File: config.mk
export PLATFORM = sky130hd
export DESIGN_NAME = stat_resp_misr
export DESIGN_NICKNAME = d
export VERILOG_FILES = /design/src/rtl/stat_resp_misr.sv
export SDC_FILE = /design/constraint.sdc
export NUM_CORES = 1
export LEC_CHECK = 0
export BUFFER_PORTS_ARGS = -buffer_cell sky130_fd_sc_hd__buf_2
export CAP_MARGIN = 20
export CORE_MARGIN = 1.5
export CORE_UTILIZATION = 30
export DETAILED_ROUTE_END_ITERATION = 10
export GPL_ROUTABILITY_DRIVEN = 0
export PLACE_DENSITY_LB_ADDON = 0.15
export SLEW_MARGIN = 20
export SYNTH_ARGS = -nofsm -noshare
export SYNTH_HDL_FRONTEND = slang
export SYNTH_SLANG_ARGS = --single-unit
File: constraint.sdc
create_clock -name clk -period 6.85 [get_ports clk]
set_input_delay 1.0275 -clock clk [delete_from_list [all_inputs] [get_ports clk]]
set_output_delay 1.0275 -clock clk [all_outputs]
set_load 0.03 [all_outputs]
File: src/rtl/stat_resp_misr.sv
// stat_resp_misr - response compactor for the Stat_* combinational benchmarks.
//
// Folds one WIDTH-bit response vector per accepted handshake into a multiple-
// input signature register over a programmed number of patterns. At the end of
// the run, the block compares the signature against a golden value and reports
// pass/fail.
//
// Optional feature: define STAT_MISR_XMASK_EN to add the resp_mask input.
// Bits set in resp_mask are forced to 0 before compaction.
//
// Ports:
//   clk           clock, rising edge
//   rst           synchronous active-high reset
//   start         begin a run (honoured in IDLE and DONE only)
//   num_patterns  patterns to compact, sampled on an accepted start
//   golden        expected signature, sampled on an accepted start
//   resp_valid    response vector valid
//   resp_data     benchmark output vector (LSB = first output)
//   resp_mask     (STAT_MISR_XMASK_EN only) per-bit mask, 1 = ignore bit
//   resp_ready    block accepts a vector this cycle (state == RUN)
//   busy          high in RUN
//   done          high in DONE
//   pass          signature == golden, meaningful only while done
//   signature     current MISR state
//   count         vectors accepted in the current run
module stat_resp_misr #(
    parameter int unsigned     WIDTH = 18,
    parameter int unsigned     CNT_W = 16,
    parameter logic [WIDTH-1:0] POLY = 18'h00801,
    parameter logic [WIDTH-1:0] SEED = 18'h00000
) (
    input  logic             clk,
    input  logic             rst,
    input  logic             start,
    input  logic [CNT_W-1:0] num_patterns,
    input  logic [WIDTH-1:0] golden,
    input  logic             resp_valid,
    input  logic [WIDTH-1:0] resp_data,
`ifdef STAT_MISR_XMASK_EN
    input  logic [WIDTH-1:0] resp_mask,
`endif
    output logic             resp_ready,
    output logic             busy,
    output logic             done,
    output logic             pass,
    output logic [WIDTH-1:0] signature,
    output logic [CNT_W-1:0] count
);

    localparam logic [1:0] ST_IDLE = 2'd0;
    localparam logic [1:0] ST_RUN  = 2'd1;
    localparam logic [1:0] ST_DONE = 2'd2;

    logic [1:0]       state;
    logic [CNT_W-1:0] np_q;
    logic [WIDTH-1:0] golden_q;
    logic [WIDTH-1:0] data_eff;
    logic [WIDTH-1:0] sig_next;
    logic [CNT_W-1:0] count_next;
    logic             accept;

    assign resp_ready = (state == ST_RUN);
    assign busy       = (state == ST_RUN);
    assign done       = (state == ST_DONE);
    assign accept     = resp_valid && resp_ready;

`ifdef STAT_MISR_XMASK_EN
    assign data_eff = resp_data & ~resp_mask;
`else
    assign data_eff = resp_data;
`endif

    // Shift left one position. When the bit shifted out of the MSB is 1,
    // XOR POLY into the result as feedback. Then XOR in the new response.
    always_comb begin
        sig_next   = '0;
        count_next = '0;
        sig_next   = {signature[WIDTH-2:0], 1'b0}
                     ^ (signature[WIDTH-1] ? POLY : '0)
                     ^ data_eff;
        count_next = count + 1'b1;
    end

    always_ff @(posedge clk) begin
        if (rst) begin
            state     <= ST_IDLE;
            signature <= SEED;
            count     <= '0;
            pass      <= 1'b0;
            np_q      <= '0;
            golden_q  <= '0;
        end else begin
            case (state)
                ST_IDLE, ST_DONE: begin
                    if (start) begin
                        signature <= SEED;
                        count     <= '0;
                        if (num_patterns != '0) begin
                            np_q     <= num_patterns;
                            golden_q <= golden;
                            pass     <= 1'b0;
                            state    <= ST_RUN;
                        end else begin
                            // Empty run: the result is just the seed checked
                            // against the golden value on the port.
                            pass  <= (SEED == golden);
                            state <= ST_DONE;
                        end
                    end
                end
                ST_RUN: begin
                    if (accept) begin
                        signature <= sig_next;
                        count     <= count_next;
                        if (count_next == np_q) begin
                            pass  <= (sig_next == golden_q);
                            state <= ST_DONE;
                        end
                    end
                end
                default: state <= ST_IDLE;
            endcase
        end
    end

endmodule

==> out/qor.yml <==
sta:
  clock.fmax_mhz: 344
  tightest_slew_ps: 1000
  rsz0062_at_grt: "no"
  min_period_ps: 2910
  fin_crit_sh_pct: 42.5
  slew_headroom_pct: 33.3
  setup_tns_ps: 0
  slew_violations: 0
  fin_skew_ps: 8.64
  hold_viol_final: 0
  setup_viol: 0
detailed_routing:
  drc: 0
  drt_wl_total_um: 11700
  first_pass_iters: 4
  postRouteAntennaNets: 0
  vias: 3664
  viasPerCell: 5.01
  drt_iter0_drc: 223
  wl_per_cell_um: 16.0
finish:
  final_cell_mix: "nand2_1 (95), buf_2 (93), dfxtp_1 (71), a21oi_1 (66), nor2_1 (36)"
  drive_gt1_share_pct: 22.3
  final_common_cell: "nand2_1"
  diodes: 0
  nNetsFinal: 616
  fin_area_sq_um: 4610
  areaGrowthSynthToFinish_pct: 23.0
synthesis:
  async_flop_share_pct: 0
  synth_top_area_share_pct: 37.9
  ys_types: 51
  synth_seq_cells: 71
  synth_seq_area_share_pct: 37.9
  synthFlopType: "dfxtp_1"
  synth_area_sq_um: 3750
  synthCells: 488
  synth-edff-count: 0
  synth-warning-count: 0
  synthesis.nets: 545
  yosysTopAreaCell: "dfxtp_1"
  ys_top_cells_by_area: "dfxtp_1 (38%), nand2_1 (9.5%), a21oi_1 (8.8%), xnor2_1 (7.5%), xor2_1 (5.4%)"
  syn_area_per_cell_sq_um: 7.69
die:
  io_pins: 94
  die-area_sq_um: 13200
  die_h_um: 115
  die_x_um: 115
  initial_core_util_pct: 31.0
  fp-row-count: 40
  core_area_sq_um: 12100
clock_network:
  cts.sinks: 71
  cts_tree: "yes"
  path_clk_slew_ps: 60
  cts_made_buffers: 9
  cts_buffer_depth: 2
  cts_root_buf: "clkbuf_16"
  post_cts_buffers: 0
  cts-resized-gates: 0
  clk_latency_ps: 330
  cts_hold_buffers: 0
  h-tree-depth: 3
placed_design:
  io_buffers: 93
  dp_hpwl_um: 8560
  dpl_cell_area_sq_um: 4290
worst_setup_path:
  ff2ff_setup_slack_ps: 3940
  end_kind: "register"
  cp-start-kind: "register"
  critPathRequiredTime_ps: 7060
  path_cells: "ha_1 > nand3_1 > or2_2 > o311ai_0 > and3_1 > a21oi_2 > mux2_4"
  crit_fanout: 8
  slowest_stage: "dfxtp_1"
  crit_type: "register to register"
  cp.arrival_ps: 3120
  critical-path-max-stage-delay_ps: 540
grt:
  grt_pass1_vias: 3496
  grt_usage_pct: 18.3
  grt_antenna_before_repair: 0
  grt_pass1_wl_um: 18600
  grt-ovfl-total: 0
  grt_max_degree: 73
power_and_ir_drop:
  power_density_nw_per_um2: 241
  leakage_nw: 1.85
  ir_drop_mv: 0.124
run_status:
  status: "complete, no violations"
worst_hold_path:
  hold_path_class: "register to register"
flow_run:
  maxCapViolCount: 0
[critical path: cells and delay by family (launching register included)]
family	cells	cell delay, ps
DFF	1	540
AOI/OAI and AO/OA	2	570
and+or+nand+nor	3	1030
adders and majority gates	1	350
muxes	1	300
[where the power goes]
| part | internal (W) | switching (W) |
|---|---|---|
| combinational | 0.0000581 | 0.0000933 |
| sequential | 0.000430 | 0.0000158 |
| clock | 0.000322 | 0.000191 |
[flip-flops by register name, indices dropped and copies added (netlist names)]
| signal | flops |
|---|---|
| count | 16 |
| golden_q | 18 |
| np_q | 16 |
| pass | 1 |
| signature | 18 |
| state | 2 |
[final timing paths]
path / from / endpoint / cells after the start
min: golden_q[17] / golden_q[17] / 2
max: count[0] / pass / 7
min reg2reg: golden_q[17] / golden_q[17] / 2
max reg2reg: count[0] / pass / 7
[kinds of logic after synthesis]
logic type	Yosys count	synth area share [%]
compound gates	103	15.8
mux	3	0.934
simple gates	219	27.9
xor+xnor	55	12.8
flops	71	37.9
buf+inv	36	4.27
fa+ha+maj	1	0.333
[routing by layer]
layer | vias up | global-route usage, % | routed length, um
met5 | - | 0 | 0
met4 | 0 | 5.19 | 177
met3 | 13 | 3.53 | 574
met2 | 108 | 29.1 | 5370
met1 | 1709 | 25.2 | 5600
li1 | 1834 | - | -
[synth_stat cells, drive strengths merged (2+ instances only)]
library cell  number
a211oi             3
a21oi             67
a22oi              2
a311oi             2
a31oi              6
and2               3
and3               4
and4               2
buf               11
clkbuf            25
dfxtp             71
mux2i              2
nand2             96
nand2b             4
nand3             19
nand3b             4
nand4             12
nor2              37
nor2b              3
nor3              12
nor4              13
o21ai             13
o311ai             2
o31ai              2
or2                3
or3                3
xnor2             32
xor2              23
[cell type report]
| type | count | area (sq um) |
|---|---|---|
| Fill cell | 1328 | 7500 |
| Multi-Input combinational cell | 381 | 2170 |
| Sequential cell | 71 | 1420 |
| Timing Repair Buffer | 96 | 488 |
| Clock buffer | 10 | 229 |
| Tap cell | 168 | 210 |
| Clock inverter | 6 | 92.6 |
[stage by stage]
stage / utilization [%] / setup slack (ps) / hold WS (ps) / total power [W] / std cells
2_1_floorplan: - / 4450 / 445 / 0.000553 / 488
3_3_place_gp: 35.4 / 3980 / 457 / 0.000607 / 716
3_5_place_dp: 35.4 / 4020 / 462 / 0.000608 / 716
4_1_cts: 38.1 / 3970 / 470 / 0.00112 / 732
5_1_grt: 38.1 / 3760 / 490 / 0.00115 / 732
6_report: 38.1 / 3940 / 467 / 0.00111 / 732
Note: power is estimated with default switching activity, not from simulation.
